<file path="src/rtl/wb_arbiter_2m_pkg.sv">
// wb_arbiter_2m_pkg: shared state encodings, watchdog width and grant helper for the two-master arbiter
package wb_arbiter_2m_pkg;

    localparam int WDOG_W = 8;

    typedef enum logic [1:0] {
        ST_IDLE  = 2'd0,
        ST_BUSY  = 2'd1,
        ST_ABORT = 2'd2,
        ST_DRAIN = 2'd3
    } state_t;

    // Round-robin pick: on a tie the master that did not own last wins, otherwise the sole requester
    function automatic logic pick_owner(input logic cyc0, input logic cyc1, input logic last);
        return (cyc0 && cyc1) ? ~last : cyc1;
    endfunction

endpackage

</file>
<file path="src/rtl/wb_arbiter_2m_watchdog.sv">
// wb_arbiter_2m_watchdog: counts unanswered strobe cycles and pulses expire on the last allowed one
module wb_arbiter_2m_watchdog
    import wb_arbiter_2m_pkg::*;
#(
    parameter int TIMEOUT = 16
) (
    input  logic clk_i,
    input  logic rst_i,
    input  logic en,
    input  logic clr,
    output logic expire
);

    localparam logic [WDOG_W-1:0] LAST = WDOG_W'(TIMEOUT - 1);

    logic [WDOG_W-1:0] cnt;

    // A response arriving on the final cycle suppresses the abort
    assign expire = en && !clr && (cnt == LAST);

    // Count waiting strobe cycles; any response, idle strobe or expiry restarts from zero
    always_ff @(posedge clk_i or negedge rst_i) begin
        if (!rst_i)
            cnt <= '0;
        else if (clr || !en || expire)
            cnt <= '0;
        else
            cnt <= cnt + 1'b1;
    end

endmodule

</file>
<file path="src/rtl/wb_arbiter_2m.sv">
// wb_arbiter_2m: two-master Wishbone B4 classic arbiter with per-cycle round-robin grant and hung-slave abort
module wb_arbiter_2m
    import wb_arbiter_2m_pkg::*;
#(
    parameter int ADDR_WIDTH = 32,
    parameter int DATA_WIDTH = 32,
    parameter int SEL_WIDTH  = 4,
    parameter int TIMEOUT    = 16
) (
    input  logic                  clk_i,
    input  logic                  rst_i,
    input  logic                  m0_cyc_i,
    input  logic                  m0_stb_i,
    input  logic                  m0_we_i,
    input  logic                  m0_lock_i,
    input  logic [ADDR_WIDTH-1:0] m0_adr_i,
    input  logic [DATA_WIDTH-1:0] m0_dat_i,
    input  logic [SEL_WIDTH-1:0]  m0_sel_i,
    output logic [DATA_WIDTH-1:0] m0_dat_o,
    output logic                  m0_ack_o,
    output logic                  m0_err_o,
    output logic                  m0_rty_o,
    input  logic                  m1_cyc_i,
    input  logic                  m1_stb_i,
    input  logic                  m1_we_i,
    input  logic                  m1_lock_i,
    input  logic [ADDR_WIDTH-1:0] m1_adr_i,
    input  logic [DATA_WIDTH-1:0] m1_dat_i,
    input  logic [SEL_WIDTH-1:0]  m1_sel_i,
    output logic [DATA_WIDTH-1:0] m1_dat_o,
    output logic                  m1_ack_o,
    output logic                  m1_err_o,
    output logic                  m1_rty_o,
    output logic                  s_cyc_o,
    output logic                  s_stb_o,
    output logic                  s_we_o,
    output logic                  s_lock_o,
    output logic [ADDR_WIDTH-1:0] s_adr_o,
    output logic [DATA_WIDTH-1:0] s_dat_o,
    output logic [SEL_WIDTH-1:0]  s_sel_o,
    input  logic [DATA_WIDTH-1:0] s_dat_i,
    input  logic                  s_ack_i,
    input  logic                  s_err_i,
    input  logic                  s_rty_i,
    output logic [1:0]            gnt_o
);

    state_t state;
    logic   owner;
    logic   last_owner;
    logic   pick;
    logic   expire;
    logic   own_cyc;
    logic   own_stb;
    logic   busy;
    logic   abort;
    logic   fwd;
    logic   ack;
    logic   err;
    logic   rty;

    assign pick    = pick_owner(m0_cyc_i, m1_cyc_i, last_owner);
    assign busy    = (state == ST_BUSY);
    assign abort   = (state == ST_ABORT);
    assign own_cyc = owner ? m1_cyc_i : m0_cyc_i;
    assign own_stb = owner ? m1_stb_i : m0_stb_i;

    // Slave side follows the registered owner; control drops the moment the owner releases cyc
    assign s_cyc_o  = busy && own_cyc;
    assign s_stb_o  = s_cyc_o && own_stb;
    assign s_we_o   = s_cyc_o && (owner ? m1_we_i : m0_we_i);
    assign s_lock_o = s_cyc_o && (owner ? m1_lock_i : m0_lock_i);
    assign s_adr_o  = owner ? m1_adr_i : m0_adr_i;
    assign s_dat_o  = owner ? m1_dat_i : m0_dat_i;
    assign s_sel_o  = owner ? m1_sel_i : m0_sel_i;

    // Responses reach only the owner and only while its strobe is live; the abort cycle injects err
    assign fwd = s_stb_o;
    assign ack = fwd && s_ack_i;
    assign rty = fwd && s_rty_i;
    assign err = (fwd && s_err_i) || abort;

    assign m0_ack_o = ack && !owner;
    assign m0_err_o = err && !owner;
    assign m0_rty_o = rty && !owner;
    assign m1_ack_o = ack && owner;
    assign m1_err_o = err && owner;
    assign m1_rty_o = rty && owner;
    assign m0_dat_o = s_dat_i;
    assign m1_dat_o = s_dat_i;

    wb_arbiter_2m_watchdog #(
        .TIMEOUT (TIMEOUT)
    ) u_wdog (
        .clk_i  (clk_i),
        .rst_i  (rst_i),
        .en     (s_stb_o),
        .clr    (s_ack_i || s_err_i || s_rty_i),
        .expire (expire)
    );

    // Grant a bus cycle, hold it until the owner drops cyc, and abort it if the slave hangs
    always_ff @(posedge clk_i or negedge rst_i) begin
        if (!rst_i) begin
            state      <= ST_IDLE;
            owner      <= 1'b0;
            last_owner <= 1'b1;
            gnt_o      <= 2'b00;
        end else begin
            case (state)
                ST_IDLE: begin
                    if (m0_cyc_i || m1_cyc_i) begin
                        state      <= ST_BUSY;
                        owner      <= pick;
                        last_owner <= pick;
                        gnt_o      <= pick ? 2'b10 : 2'b01;
                    end
                end
                ST_BUSY: begin
                    if (!own_cyc) begin
                        state <= ST_IDLE;
                        gnt_o <= 2'b00;
                    end else if (expire) begin
                        state <= ST_ABORT;
                    end
                end
                ST_ABORT: state <= ST_DRAIN;
                default: begin
                    if (!own_cyc) begin
                        state <= ST_IDLE;
                        gnt_o <= 2'b00;
                    end
                end
            endcase
        end
    end

endmodule

</file>
<file path="config.mk">
export PLATFORM = sky130hd
export DESIGN_NAME = wb_arbiter_2m
export DESIGN_NICKNAME = d
export VERILOG_FILES = /design/src/rtl/wb_arbiter_2m_pkg.sv /design/src/rtl/wb_arbiter_2m_watchdog.sv /design/src/rtl/wb_arbiter_2m.sv
export SDC_FILE = /design/constraint.sdc
export NUM_CORES = 1
export LEC_CHECK = 0
export CAP_MARGIN = 20
export CORE_AREA = 2 2 127 129
export DETAILED_ROUTE_END_ITERATION = 10
export DIE_AREA = 0 0 129 131
export GPL_TIMING_DRIVEN = 0
export HOLD_SLACK_MARGIN = 0.06
export PLACE_DENSITY = 0.58
export SYNTH_ARGS = -nofsm -noshare
export SYNTH_HDL_FRONTEND = slang
export SYNTH_SLANG_ARGS = --single-unit
</file>
<file path="constraint.sdc">
create_clock -name clk_i -period 2.56 [get_ports clk_i]
set_input_delay 0.512 -clock clk_i [delete_from_list [all_inputs] [get_ports clk_i]]
set_output_delay 0.512 -clock clk_i [all_outputs]
set_load 0.005 [all_outputs]
</file>
==> results of run 1 <==
-- registers in the layout, summed over array words and instances (netlist names) --
name,count
gnt_o,2
state,2
last_owner,1
owner,1
u_wdog.cnt,8
-- cells in the final DEF, fill, tap and decap left out, types with 2 or more instances in the layout --
cell type	Yosys	layout
nor3_1	4	4
nand2_1	5	5
inv_1	5	5
dlygate4sd2_1	0	16
or3b_2	2	2
and3_1	5	5
clkbuf_16	0	3
dlymetal6s2s_1	0	2
a21oi_1	7	7
buf_6	2	4
mux2_2	68	68
xor2_1	2	2
mux2i_1	3	3
clkdlybuf4s50_1	0	274
nand3_1	3	3
buf_4	64	69
or3_1	3	3
nand4_1	3	3
nor2_1	3	3
a211oi_1	2	2
o21ai_0	6	6
mux2_4	2	2
dfrtp_1	13	13
-- cell families (layout without fill, tap and decap cells) --
| kind of cell | Yosys count | count (layout) | synth area share (%) |
|---|---|---|---|
| AO/OA/AOI/OAI | 20 | 20 | 6.00 |
| XOR/XNOR | 3 | 3 | 1.25 |
| adder cells (fa/ha/maj) | 1 | 1 | 0.594 |
| buffers and inverters | 79 | 375 | 26.7 |
| flip-flops | 14 | 14 | 16.7 |
| multiplexers | 73 | 73 | 39.2 |
| AND/OR/NAND/NOR | 34 | 34 | 9.57 |
-- critical path, cell delays in order --
cell and delay, ns:
clkdlybuf4s50_1 0.40, mux2_4 0.29, and3_4 0.18, buf_6 0.13
clkdlybuf4s50_1 0.44
-- where the power goes --
group	internal (W)	switching, W	leakage, nW
sequential	0.000261	0.0000267	0.184
combinational	0.00136	0.000779	2.02
clock	0.000210	0.0000896	0.0382
-- final cells by class --
class | instances | share of cell area (%)
Sequential cell | 14 | 6.53
Timing Repair Buffer | 292 | 54.0
Buffer | 74 | 10.5
Inverter | 5 | 0.348
Tap cell | 216 | 5.02
Multi-Input combinational cell | 131 | 22.1
Clock buffer | 4 | 1.46
-- stage by stage --
| stage | TNS, ns | util (%) | hold WS, ns | setup WS [ns] | cells |
|---|---|---|---|---|---|
| floorplan | 0 | - | 0.216 | 0.801 | 224 |
| global placement | -1.33 | 34.0 | 0.479 | -0.224 | 732 |
| detailed placement | -1.50 | 34.0 | 0.501 | -0.246 | 732 |
| CTS | 0 | 34.5 | 0.508 | 0.00285 | 736 |
| global route | 0 | 34.5 | 0.549 | 0.0348 | 736 |
| finish | 0 | 34.5 | 0.507 | 0.0927 | 736 |
-- how the worst max path moves through the flow --
stage	endpoint	slack (ns)	cells after the start
final	s_stb_o	0.09	5
after global routing	m0_rty_o	0.03	6
after CTS	s_adr_o[16]	0.003	5
after detailed placement	m1_rty_o	-0.25	6
after global placement	m0_ack_o	-0.22	6
after floorplan	m0_ack_o	0.80	4
-- routing by layer --
metal	GRT usage (%)	part of all wire, %	routed length (um)	up-vias
met5	0	0	0	-
met4	0.767	0	0	0
met3	7.70	13	1780	0
met2	22.8	48	6350	159
met1	16.1	39	5150	1224
li1	-	-	-	1319
-- timing repair --
| action | in CTS | in global routing |
|---|---|---|
| endpoints found under the setup margin | 63 | 12 |
| hold endpoints to repair | 0 | 0 |
| resized for setup | 23 | 4 |
==> qor.csv, run 1 <==
stage,metric,value,unit
run_status,status,"complete, no violations",
pwr,peakVddDrop,0.212,mV
critical_path,end_kind,primary output,
drt,wl_per_cell,18.0,um
global_route,antenna_found_initial,0,
timing,maxSlewHeadroom,55.3,%
cells_and_area,nets,703,
timing,finalClockSkew,0.00230,ns
pwr,finalPower,0.00273,W
cells_and_area,fin_area,5390,um2
timing,hold_violations,0,
critical_path,cp-start-kind,input pin,
synthesis,syn_inst,224,
critical_path,r2r-end,state[0],
floorplan,fp.dieH,131,um
global_route,grt_pass1_wl,17.0,mm
floorplan,rows,46,
drt,vias,2702,
synthesis,avgSynthCellArea,9.40,um2
clock_network,cts_buffers,3,
min_path,min_to,u_wdog.cnt[0],
cells_and_area,area_growth,156,%
clock_network,cts_hold_buf,0,
cells_and_area,multi_input_area,1190,um2
clock_network,clkTransAtPathRegs,0.05,ns
job,cap_violations,0,
placement,io_buffers,292,
global_route,globalRouteOverflowTotal,0,
drt,drc,0,
synthesis,syn_area,2110,um2
placement,placed_cell_area,5300,um2
synthesis,synth_common_cells,"mux2_2, buf_4, dfrtp_1, buf_2, a21oi_1",
synthesis,synth_area_leaders,"mux2_2, buf_4, dfrtp_1",
floorplan,dieArea,16900,um2
clock_network,post_cts_buffers,0,
clock_network,root_buffer,clkbuf_16,
synthesis,synth_flop_cell,dfrtp_1,
min_path,hold_depth,1,
critical_path,r2r_start,u_wdog.cnt[4],
min_path,holdCritStartpoint,u_wdog.cnt[0],
floorplan,pin_count,325,
synthesis,synth_top_area_share,36.4,%
pwr,leakagePower,2.24,nW
cells_and_area,antennaDiodeCount,0,
cells_and_area,seq_area,352,um2
min_path,min_path_type,reg2reg,
floorplan,core-area,15600,um2
critical_path,crit_fanout,8,
pwr,power_density,506,nW/um2
placement,place_congestion,0.805,
drt,ant_nets,0,
timing,setup_violations,0,
critical_path,cp.required,2.05,ns
critical_path,crit_start,m0_stb_i,
timing,finalCritPeriodShare,96.4,%
global_route,grt_pass1_vias,2738,
timing,fmax,0.405,GHz
synthesis,synthMostInstantiatedCell,mux2_2,
synthesis,synthArstFlopShare,100,%
clock_network,cts_sinks,14,
global_route,grt_max_degree,15,
drt,wl,13.3,mm
timing,grt_setup_unrepaired,no,
placement,dpl.hpwl,11.7,mm
synthesis,ys_types,34,
global_route,gr-usage-all-layers,13.6,%
critical_path,crit_type,in2out,
timing,tightestPinTransition,0.668,ns
synthesis,yosys_warnings,0,
timing,drv_slew,0,
synthesis,synth-seq-cells,14,
critical_path,arrival,1.96,ns
clock_network,clk_latency,0.24,ns
cells_and_area,n_fill_cell,1612,
floorplan,chipWidth,129,um
clock_network,cts_max_level,1,
synthesis,synth_top_area_cell,mux2_2,
drt,drt_first_pass_iters,4,
synthesis,syn_nets,406,
critical_path,r2r_setup_slack,1.04,ns
timing,fin_crit,2.47,ns
synthesis,synth_edf_count,0,
clock_network,cts_tree,done,
clock_network,cts.path.max_buffers,2,
cells_and_area,drive_gt1_share,29.8,%
synthesis,ys_seq_area_share,16.7,%
drt,drt_iter0_markers,52,
drt,viasPerCell,3.67,
critical_path,r2r_cells,3,
floorplan,start_util,13.5,%
Power figures use the tool's default switching activity.
==> inputs of run 2 (changes only) <==
--- a/config.mk
+++ b/config.mk
@@ -6,12 +6,13 @@
 export NUM_CORES = 1
 export LEC_CHECK = 0
 export CAP_MARGIN = 20
-export CORE_AREA = 2 2 127 129
+export CORE_AREA = 2 2 125 127
 export DETAILED_ROUTE_END_ITERATION = 10
-export DIE_AREA = 0 0 129 131
+export DIE_AREA = 0 0 127 129
 export GPL_TIMING_DRIVEN = 0
 export HOLD_SLACK_MARGIN = 0.06
-export PLACE_DENSITY = 0.58
+export PLACE_DENSITY = 0.59
+export SLEW_MARGIN = 10
 export SYNTH_ARGS = -nofsm -noshare
 export SYNTH_HDL_FRONTEND = slang
 export SYNTH_SLANG_ARGS = --single-unit
==> constraint.sdc (replaced) <==
create_clock -name clk_i -period 2.6 [get_ports clk_i]
set_input_delay 0.52 -clock clk_i [delete_from_list [all_inputs] [get_ports clk_i]]
set_output_delay 0.52 -clock clk_i [all_outputs]
set_load 0.005 [all_outputs]
==> qor.csv, run 2 (synthesis results as in run 1) <==
stage,metric,value,unit,change
drt,highest_layer,met4,,was met3
cells_and_area,area_growth,156,%,about the same
drt,viasPerCell,3.84,,was 3.67
cells_and_area,final_cell_mix,"clkdlybuf4s50_1, buf_4, mux2_2",,unchanged
critical_path,endpoint,s_dat_o[1],,was s_stb_o
cells_and_area,drive_gt1_share,30.1,%,was 29.8%
global_route,grt_max_degree,15,,unchanged
critical_path,r2r_cells,5,,was 3
floorplan,chipWidth,127,um,was 129 um
drt,drt_first_pass_iters,4,,unchanged
floorplan,core-area,15000,um2,was 15600 um2
critical_path,end_kind,primary output,,unchanged
min_path,min_path_type,reg2reg,,unchanged
global_route,antenna_found_initial,0,,unchanged
drt,ant_nets,0,,unchanged
cells_and_area,largest_reg_flops,8,,unchanged
pwr,p_sw_share,32.5,%,was 32.8%
placement,place_congestion,0.821,,was 0.805
placement,io_buffers,292,,unchanged
floorplan,dieArea,16400,um2,was 16900 um2
pwr,finalPower,0.00274,W,was 0.00273 W
pwr,internal-power,0.00185,W,was 0.00183 W
pwr,power_density,507,nW/um2,was 506 nW/um2
floorplan,rows,45,,was 46
clock_network,root_buffer,clkbuf_16,,unchanged
cells_and_area,fin_area,5400,um2,was 5390 um2
clock_network,cts_buffers,3,,unchanged
clock_network,cts_max_level,1,,unchanged
pwr,pwr-share-clk,11.8,%,was 11.0%
cells_and_area,top_register,u_wdog.cnt,,unchanged
timing,hold_violations,0,,unchanged
floorplan,fp.dieH,129,um,was 131 um
critical_path,r2r-end,u_wdog.cnt[7],,was state[0]
timing,drv_slew,0,,unchanged
critical_path,crit_slowest_cell,clkdlybuf4s50_1,,unchanged
drt,wl_met1,5.25,mm,was 5.15 mm
timing,fmax,0.398,GHz,
job,cap_violations,0,,unchanged
critical_path,cp-start-kind,register,,was input pin
clock_network,cts_hold_buf,0,,unchanged
critical_path,arrival,1.99,ns,was 1.96 ns
timing,finalClockSkew,0.00206,ns,was 0.00230 ns
run_status,status,"complete, no violations",,unchanged
cells_and_area,top_regs,"u_wdog.cnt: 8 flops, gnt_o: 2 flops, state: 2 flops",,unchanged
critical_path,cp.required,2.08,ns,was 2.05 ns
drt,wl,13.2,mm,was 13.3 mm
cells_and_area,final_common_cell,clkdlybuf4s50_1,,unchanged
cells_and_area,nets,704,,was 703
cells_and_area,n_fill_cell,1554,,was 1612
clock_network,clkTransAtPathRegs,0.05,ns,about the same
clock_network,cts_sinks,14,,unchanged
timing,maxSlewHeadroom,56.1,%,was 55.3%
critical_path,r2r_start,owner,,was u_wdog.cnt[4]
floorplan,start_util,14.1,%,was 13.5%
critical_path,crit_chain,buf_6 -> buf_4 -> clkbuf_4 -> mux2_2 -> clkdlybuf4s50_1,,was clkdlybuf4s50_1 -> mux2_4 -> and3_4 -> buf_6 -> clkdlybuf4s50_1
global_route,gr-usage-all-layers,14.6,%,was 13.6%
timing,setup_violations,0,,unchanged
critical_path,crit_fanout,10,,was 8
timing,finalCritPeriodShare,96.5,%,
drt,drt_iter0_markers,44,,was 52
pwr,leakagePower,2.30,nW,was 2.24 nW
pwr,p_switching,0.000889,W,was 0.000895 W
global_route,grt_pass1_wl,17.9,mm,was 17.0 mm
critical_path,r2r_setup_slack,1.08,ns,was 1.04 ns
timing,fin_crit,2.51,ns,
global_route,grt_pass1_vias,2931,,was 2738
placement,placed_cell_area,5260,um2,was 5300 um2
clock_network,clk_latency,0.24,ns,about the same
clock_network,cts_tree,done,,unchanged
drt,vias,2721,,was 2702
critical_path,crit_type,reg2out,,was in2out
timing,tightestPinTransition,0.657,ns,was 0.668 ns
drt,wl_met3,2.01,mm,was 1.78 mm
pwr,peakVddDrop,0.353,mV,was 0.212 mV
drt,met2WireLength,5.90,mm,was 6.35 mm
drt,wl_per_cell,18.6,um,was 18.0 um
cells_and_area,antennaDiodeCount,0,,unchanged
pwr,pwr-share-comb,77.7,%,was 78.4%
global_route,globalRouteOverflowTotal,0,,unchanged
pwr,p_seq_share,10.4,%,was 10.6%
clock_network,cts.path.max_buffers,2,,unchanged
timing,grt_setup_unrepaired,no,,unchanged
floorplan,pin_count,325,,unchanged
placement,dpl.hpwl,11.7,mm,about the same
critical_path,crit_start,owner,,was m0_stb_i
drt,drc,0,,unchanged
critical_path,slowest_delay,0.46,ns,was 0.44 ns
timing,whs,0.495,ns,was 0.507 ns
run 2: final cells by class:
class | instances | area (um2) | area share, %
plain buffers | 74 | 564 | 10.5
clock buffers | 4 | 88.8 | 1.65
inverters | 5 | 18.8 | 0.348
multi-input cells | 131 | 1190 | 22.1
flip-flops and latches | 14 | 352 | 6.52
well taps | 188 | 235 | 4.36
repair buffers | 293 | 2950 | 54.6
run 2: per-stage QoR:
stage / utilization, % / setup slack [ns] / setup TNS [ns] / instances
floorplan: - / 0.825 / 0 / 224
global placement: 35.1 / -0.205 / -0.981 / 704
detailed placement: 35.1 / -0.196 / -0.898 / 704
CTS: 35.8 / 0.00927 / 0 / 709
global route: 36.0 / 0.00323 / 0 / 709
finish: 36.0 / 0.0903 / 0 / 709
run 2: worst max-delay path: cells and delay by family (launching register included):
kind	cells	cell delay [ns]
DFF	1	0.34
buffers and inverters	4	1.03
muxes	1	0.36
run 2: metal layers:
| layer | global-route usage, % | up-vias |
|---|---|---|
| met4 | 0.776 | 0 |
| li1 | - | 1328 |
| met1 | 17.9 | 1216 |
| met5 | 0 | - |
| met3 | 9.31 | 4 |
| met2 | 22.8 | 173 |
run 2: worst min-delay path by stage:
stage                        startpoint             to  slack (ns)  cells after the start
after CTS                 u_wdog.cnt[0]  u_wdog.cnt[0]        0.50                      1
after global routing      u_wdog.cnt[0]  u_wdog.cnt[0]        0.54                      1
after global placement    u_wdog.cnt[0]  u_wdog.cnt[0]        0.48                      1
after floorplan                   rst_i       gnt_o[0]        0.22                      0
after detailed placement  u_wdog.cnt[0]  u_wdog.cnt[0]        0.49                      1
final                     u_wdog.cnt[0]  u_wdog.cnt[0]        0.50                      1
run 2: what timing repair did:
item,CTS,global route
buffers inserted,1,0
gates resized for setup,13,14
pin swaps,0,0
setup endpoints to repair,63,34
run 2: power groups by stage:
stage | clock network, W | registers, W | logic (W)
floorplan | 0 | 0.000282 | 0.000870
global placement | 0 | 0.000285 | 0.00213
detailed placement | 0 | 0.000290 | 0.00213
CTS | 0.000328 | 0.000286 | 0.00217
global route | 0.000341 | 0.000289 | 0.00229
finish | 0.000324 | 0.000286 | 0.00213
